**config.mk**
```make
export PLATFORM = sky130hd
export DESIGN_NAME = matmul_stream_host_flat
export DESIGN_NICKNAME = d
export VERILOG_FILES = /design/src/rtl/matmul_stream_host_if.sv /design/src/rtl/matmul_stream_host.sv /design/src/flat_wrapper.sv
export SDC_FILE = /design/constraint.sdc
export NUM_CORES = 1
export LEC_CHECK = 0
export ABC_AREA = 1
export BUFFER_PORTS_ARGS = -buffer_cell sky130_fd_sc_hd__buf_2
export CORE_MARGIN = 2
export CORE_UTILIZATION = 58
export CTS_CLUSTER_DIAMETER = 150
export DETAILED_ROUTE_END_ITERATION = 12
export PLACE_DENSITY_LB_ADDON = 0.12
export REMOVE_ABC_BUFFERS = 1
export SLEW_MARGIN = 5
export SYNTH_ARGS = -nofsm -noshare
export SYNTH_HDL_FRONTEND = slang
export SYNTH_SLANG_ARGS = --single-unit
```
**constraint.sdc**
```tcl
create_clock -name clk -period 2.8 [get_ports clk]
set_input_delay 0.42 -clock clk [delete_from_list [all_inputs] [get_ports clk]]
set_output_delay 0.42 -clock clk [all_outputs]
set_load 0.02 [all_outputs]
```
**src/rtl/matmul_stream_host_if.sv**
```systemverilog
// Stream, multiplier and status signals of the 3x3 matmul host.
// master = host side, slave = upstream/downstream/multiplier side.
interface matmul_stream_host_if;
    logic        in_valid;
    logic [7:0]  in_data;
    logic        in_ready;
    logic        mm_start;
    logic [71:0] mm_A_flat;
    logic [71:0] mm_B_flat;
    logic [71:0] mm_C_flat;
    logic        mm_done;
    logic        out_valid;
    logic [7:0]  out_data;
    logic        out_last;
    logic        out_ready;
    logic        busy;
    logic        err;

    modport master (
        input  in_valid, in_data, mm_C_flat, mm_done, out_ready,
        output in_ready, mm_start, mm_A_flat, mm_B_flat,
        output out_valid, out_data, out_last, busy, err
    );

    modport slave (
        output in_valid, in_data, mm_C_flat, mm_done, out_ready,
        input  in_ready, mm_start, mm_A_flat, mm_B_flat,
        input  out_valid, out_data, out_last, busy, err
    );
endinterface

```
**src/rtl/matmul_stream_host.sv**
```systemverilog
// Host for a 3x3 8-bit matrix multiplier: loads A then B from a stream,
// starts the multiplier, waits for done (with timeout), streams C out.
module matmul_stream_host #(
    parameter int DONE_TIMEOUT = 1023
) (
    input logic                  clk,
    input logic                  reset,
    matmul_stream_host_if.master bus
);

    typedef enum logic [1:0] {LOAD, START, WAIT, SEND} state_t;

    localparam int TW = (DONE_TIMEOUT < 2) ? 1 : $clog2(DONE_TIMEOUT + 1);

    state_t        state;
    state_t        state_nx;
    logic [4:0]    idx;
    logic [3:0]    oidx;
    logic [TW-1:0] tcnt;
    logic [71:0]   a_q;
    logic [71:0]   b_q;
    logic [71:0]   c_q;
    logic          armed;
    logic          err_q;
    logic          timeout;
    logic          in_hs;
    logic          out_hs;

    assign in_hs  = bus.in_valid && bus.in_ready;
    assign out_hs = bus.out_valid && bus.out_ready;

    // State register; reset parks the FSM in LOAD.
    always_ff @(posedge clk or negedge reset) begin
        if (!reset) state <= LOAD;
        else        state <= state_nx;
    end

    // Next-state logic and per-state handshake outputs.
    always_comb begin
        state_nx      = state;
        bus.in_ready  = 1'b0;
        bus.mm_start  = 1'b0;
        bus.out_valid = 1'b0;
        timeout       = 1'b0;
        unique case (state)
            LOAD: begin
                bus.in_ready = armed;
                if (bus.in_valid && armed && idx == 5'd17)
                    state_nx = START;
            end
            START: begin
                bus.mm_start = 1'b1;
                state_nx     = WAIT;
            end
            WAIT: begin
                if (bus.mm_done) begin
                    state_nx = SEND;
                end else if (DONE_TIMEOUT != 0 &&
                             int'(tcnt) + 1 == DONE_TIMEOUT) begin
                    timeout  = 1'b1;
                    state_nx = LOAD;
                end
            end
            SEND: begin
                bus.out_valid = 1'b1;
                if (bus.out_ready && oidx == 4'd8)
                    state_nx = LOAD;
            end
            default: state_nx = LOAD;
        endcase
    end

    // Operand load, timeout count, result capture, output index, error flag.
    always_ff @(posedge clk or negedge reset) begin
        if (!reset) begin
            idx   <= '0;
            oidx  <= '0;
            tcnt  <= '0;
            a_q   <= '0;
            b_q   <= '0;
            c_q   <= '0;
            armed <= 1'b0;
            err_q <= 1'b0;
        end else begin
            armed <= 1'b1;
            for (int k = 0; k < 9; k++) begin
                if (in_hs && idx == 5'(k))
                    a_q[71-8*k -: 8] <= bus.in_data;
                if (in_hs && idx == 5'(k + 9))
                    b_q[71-8*k -: 8] <= bus.in_data;
            end
            if (in_hs)
                idx <= (idx == 5'd17) ? 5'd0 : idx + 5'd1;
            if (state == START)
                tcnt <= '0;
            else if (state == WAIT && !bus.mm_done)
                tcnt <= tcnt + 1'b1;
            if (state == WAIT && bus.mm_done)
                c_q <= bus.mm_C_flat;
            if (timeout) begin
                err_q <= 1'b1;
                idx   <= '0;
            end
            if (out_hs)
                oidx <= (oidx == 4'd8) ? 4'd0 : oidx + 4'd1;
        end
    end

    // Select the captured result element addressed by oidx.
    always_comb begin
        bus.out_data = 8'd0;
        for (int k = 0; k < 9; k++)
            if (oidx == 4'(k))
                bus.out_data = c_q[71-8*k -: 8];
    end

    assign bus.out_last  = (state == SEND) && (oidx == 4'd8);
    assign bus.busy      = (state != LOAD);
    assign bus.err       = err_q;
    assign bus.mm_A_flat = a_q;
    assign bus.mm_B_flat = b_q;

endmodule

```
**src/flat_wrapper.sv**
```systemverilog
// flat-port wrapper written by rule: the top's interface ports become plain ports
module matmul_stream_host_flat 
#(
    parameter int DONE_TIMEOUT = 1023
)
  (clk, reset, bus_in_valid, bus_in_data, bus_mm_C_flat, bus_mm_done, bus_out_ready, bus_in_ready, bus_mm_start, bus_mm_A_flat, bus_mm_B_flat, bus_out_valid, bus_out_data, bus_out_last, bus_busy, bus_err);
  matmul_stream_host_if bus_i ();
  input logic clk;
  input logic reset;
  input wire logic [$bits(bus_i.in_valid)-1:0] bus_in_valid;
  input wire logic [$bits(bus_i.in_data)-1:0] bus_in_data;
  input wire logic [$bits(bus_i.mm_C_flat)-1:0] bus_mm_C_flat;
  input wire logic [$bits(bus_i.mm_done)-1:0] bus_mm_done;
  input wire logic [$bits(bus_i.out_ready)-1:0] bus_out_ready;
  output wire logic [$bits(bus_i.in_ready)-1:0] bus_in_ready;
  output wire logic [$bits(bus_i.mm_start)-1:0] bus_mm_start;
  output wire logic [$bits(bus_i.mm_A_flat)-1:0] bus_mm_A_flat;
  output wire logic [$bits(bus_i.mm_B_flat)-1:0] bus_mm_B_flat;
  output wire logic [$bits(bus_i.out_valid)-1:0] bus_out_valid;
  output wire logic [$bits(bus_i.out_data)-1:0] bus_out_data;
  output wire logic [$bits(bus_i.out_last)-1:0] bus_out_last;
  output wire logic [$bits(bus_i.busy)-1:0] bus_busy;
  output wire logic [$bits(bus_i.err)-1:0] bus_err;
  assign bus_i.in_valid = bus_in_valid;
  assign bus_i.in_data = bus_in_data;
  assign bus_i.mm_C_flat = bus_mm_C_flat;
  assign bus_i.mm_done = bus_mm_done;
  assign bus_i.out_ready = bus_out_ready;
  assign bus_in_ready = bus_i.in_ready;
  assign bus_mm_start = bus_i.mm_start;
  assign bus_mm_A_flat = bus_i.mm_A_flat;
  assign bus_mm_B_flat = bus_i.mm_B_flat;
  assign bus_out_valid = bus_i.out_valid;
  assign bus_out_data = bus_i.out_data;
  assign bus_out_last = bus_i.out_last;
  assign bus_busy = bus_i.busy;
  assign bus_err = bus_i.err;
  matmul_stream_host #(.DONE_TIMEOUT(DONE_TIMEOUT)) u_core (.clk(clk), .reset(reset), .bus(bus_i));
endmodule
```
==> summary.md <==
| Metric | Value |
|---|---|
| First-pass GRT wire length | `40.1 mm` |
| # DRC | `0` |
| Final core occ | `0.731` |
| Core area | `17200 sq um` |
| Yosys Warn Count | `0` |
| Clk pwr share | `0.265` |
| Pre-CTS worst setup slack | `223 ps` |
| Storage element area | `5980 sq um` |
| Share of the synthesized area in the top cell type | `0.591` |
| Routed via count | `8112` |
| IO buf count | `242` |
| Min-delay worst type | `in2reg` |
| Unique masters post-synth | `31` |
| Seq pwr share | `0.400` |
| Min Hold Slack | `127 ps` |
| PnR worst setup slack | `141 ps` |
| Routability cong. | `0.913` |
| Max cap viols | `0` |
| Switching share of total power | `0.360` |
| Clk_skew | `8.09 ps` |
| Antenna viol nets, final | `0` |
| F_max | `376 MHz` |
| Area delta synth->final | `24.1%` |
| Overflow after GRT | `0` |
| Crit path launch type | `flop` |
| DR vias/cell | `5.38` |
| FFs w/ async S/R, synth | `1.00` |
| Most common cell in the netlist | `nand2_1` |
| Total Power | `0.0126 W` |
| Crit path capture type | `output port` |
| Sequential area share after synthesis | `0.591` |
| CP required | `2380 ps` |
| Number of synthesized flops with an enable pin | `0` |
| Vias in the first global route | `7719` |
| Fin crit share | `0.949` |
| DR pass1 iterations | `5` |
| VDD IR-drop max | `0.000708 V` |
| Cell internal pwr | `0.00806 W` |
| Sw power | `0.00453 W` |
| Post-route minimum period | `2660 ps` |
| Power per cell area | `1000 nW/um^2` |
| Synth top area cells | `dfrtp_1 59%, nand2_1 9.1%, mux2_2 8.0%` |
| Post-Syn Instances | `1018` |
| Share of layout cells above drive strength 1 | `0.331` |
| Placed insts | `1450` |
| H-tree levels | `1` |
| Ys flop type | `dfrtp_1` |
| Clk sinks | `239` |
| Comb pwr share | `0.335` |
| Iteration-0 DRC Markers | `517` |
| Cell area after synthesis | `10100 sq um` |
| Hold Violations, Final | `0` |
| Rows | `48` |
| Max-slew violation count | `0` |
| DR WL/cell | `17.3 microns` |
| Largest net degree at the start of global routing | `82` |
| Area leader, netlist | `dfrtp_1` |
| Clk slew on worst S/H paths | `60 ps` |
| Root Buffer | `clkbuf_16` |
| Multi-input gate area | `3740 sq um` |
| Die H | `136 microns` |
| Starting Density | `0.589` |
| Fillcell total | `1311` |
| Io pins | `243` |
| WS Path Type | `reg2out` |
| GRT Resource Usage Total | `0.278` |
| CP max FO | `9` |
| Chip Width | `136 microns` |
| Synthesized area per cell | `9.93 sq um` |
| Synth top cells by count | `246 x nand2_1, 239 x dfrtp_1, 129 x o21ai_0` |
| Max_slew headroom | `0.476` |
| Static leakage | `6.35 nW` |
| Unrepaired setup endpoints after global routing | `false` |
| Nets@finish | `1359` |
| Initial antenna violation count | `0` |
| Outcome | `completed` |
| Diodes inserted | `0` |
| CTS tree | `yes` |
| Clk_lat worst skew | `520 ps` |
| Setup violators final | `0` |
| CP arrival | `2240 ps` |
| Yosys reg bits | `239` |
| Layout Cells excl Fill | `1507` |
| Slew @ Worst Pin | `784 ps` |
| Max Root-Sink Buffers | `3` |
| Full die area | `18500 sq um` |
| Post-detailed-routing wire length | `26.0 mm` |
| Total CTS buffers | `25` |
| Detail Placement HPWL | `17.5 mm` |
## power groups by stage
stage / sequential, W / clock [W] / combinational, W
4_1_cts: 0.00501 / 0.00339 / 0.00405
3_5_place_dp: 0.00504 / 0 / 0.00395
5_1_grt: 0.00513 / 0.00352 / 0.00466
3_3_place_gp: 0.00500 / 0 / 0.00385
6_report: 0.00504 / 0.00334 / 0.00423
2_1_floorplan: 0.00528 / 0 / 0.00241
## per-layer routing
layer,part of all wire,global-route usage,vias up
met4,0.041,0.108,0
met3,0.072,0.0641,69
li1,-,-,3847
met5,0,0,-
met2,0.49,0.457,275
met1,0.40,0.361,3921
## per-stage QoR
| stage | TNS, ps | area [sq um] |
|---|---|---|
| 6_report | 0 | 12500 |
| 5_1_grt | 0 | 12500 |
| 4_1_cts | 0 | 12400 |
| 3_5_place_dp | 0 | 11500 |
| 3_3_place_gp | 0 | 11500 |
| 2_1_floorplan | -21930 | 9890 |
## sequential cells by signal, indices dropped and copies added (netlist names)
signal and count:
u_core.bus.err 1, u_core.state 2, u_core.oidx 4, u_core.bus.mm_A_flat 72, u_core.bus.mm_B_flat 72, u_core.idx 5
u_core.c_q 72, u_core.tcnt 10, u_core.armed 1
## worst max-delay path, stage by stage, from the launching register on
cell and delay, ps:
dfrtp_2 480, nor2_4 260, nand2_2 190, inv_2 180, nand2_1 90, nand4_1 130
nand2_1 90, nand2_1 60, nand2_1 50, nand2_1 50, buf_2 150
## layout by cell type, fill, tap and decap left out, types with 4 or more instances in the layout
| master | instances |
|---|---|
| nand4_1 | 28 |
| nor4_4 | 4 |
| ha_1 | 8 |
| inv_1 | 56 |
| clkbuf_16 | 25 |
| clkbuf_8 | 8 |
| buf_2 | 240 |
| mux2_2 | 72 |
| o21ai_0 | 127 |
| inv_2 | 7 |
| nand2_1 | 244 |
| clkinvlp_4 | 5 |
| a21oi_2 | 6 |
| nor2_1 | 74 |
| nor3_1 | 9 |
| o22ai_1 | 6 |
| nand3_1 | 26 |
| a21oi_1 | 30 |
| buf_12 | 4 |
| buf_4 | 15 |
| dfrtp_1 | 237 |
| or2_2 | 9 |
## worst paths after layout
| check | start | endpoint | slack [ps] | cells past startpoint |
|---|---|---|---|---|
| max | u_core.oidx[2] | bus_out_data[0] | 140 | 10 |
| min | bus_mm_C_flat[0] | u_core.c_q[0] | 130 | 2 |
| max reg2reg | u_core.tcnt[1] | u_core.bus.err | 760 | 10 |
| min reg2reg | u_core.bus.err | u_core.bus.err | 460 | 1 |
| max in group asynchronous | reset | u_core.c_q[20] | 1500 | 3 |
| min in group asynchronous | reset | u_core.tcnt[0] | 470 | 2 |
## cell families (layout without fill, tap and decap cells)
| group | after synthesis | in the layout | synth area share |
|---|---|---|---|
| compound gates | 174 | 174 | 0.0894 |
| xor+xnor | 2 | 2 | 0.00173 |
| fa+ha+maj | 11 | 11 | 0.0136 |
| buf+inv | 113 | 377 | 0.0478 |
| flops | 239 | 239 | 0.591 |
| mux | 72 | 72 | 0.0802 |
| other cells | 1 | 1 | 0.000371 |
| simple gates | 406 | 406 | 0.176 |
## area by class of cell
type / count / area share
flip-flops and latches: 239 / 0.477
multi-input cells: 666 / 0.298
repair buffers: 262 / 0.114
clock buffers: 36 / 0.0595
well taps: 225 / 0.0224
inverters: 69 / 0.0217
clock inverters: 10 / 0.00768
## repair_timing
item	4_1_cts	5_1_grt
resized for setup	11	19
hold endpoints to repair	78	0
pin swaps	1	2
endpoints found under the setup margin	8	8
hold buffers	1	0
setup buffers	2	8
Note: power is estimated with default switching activity, not from simulation.
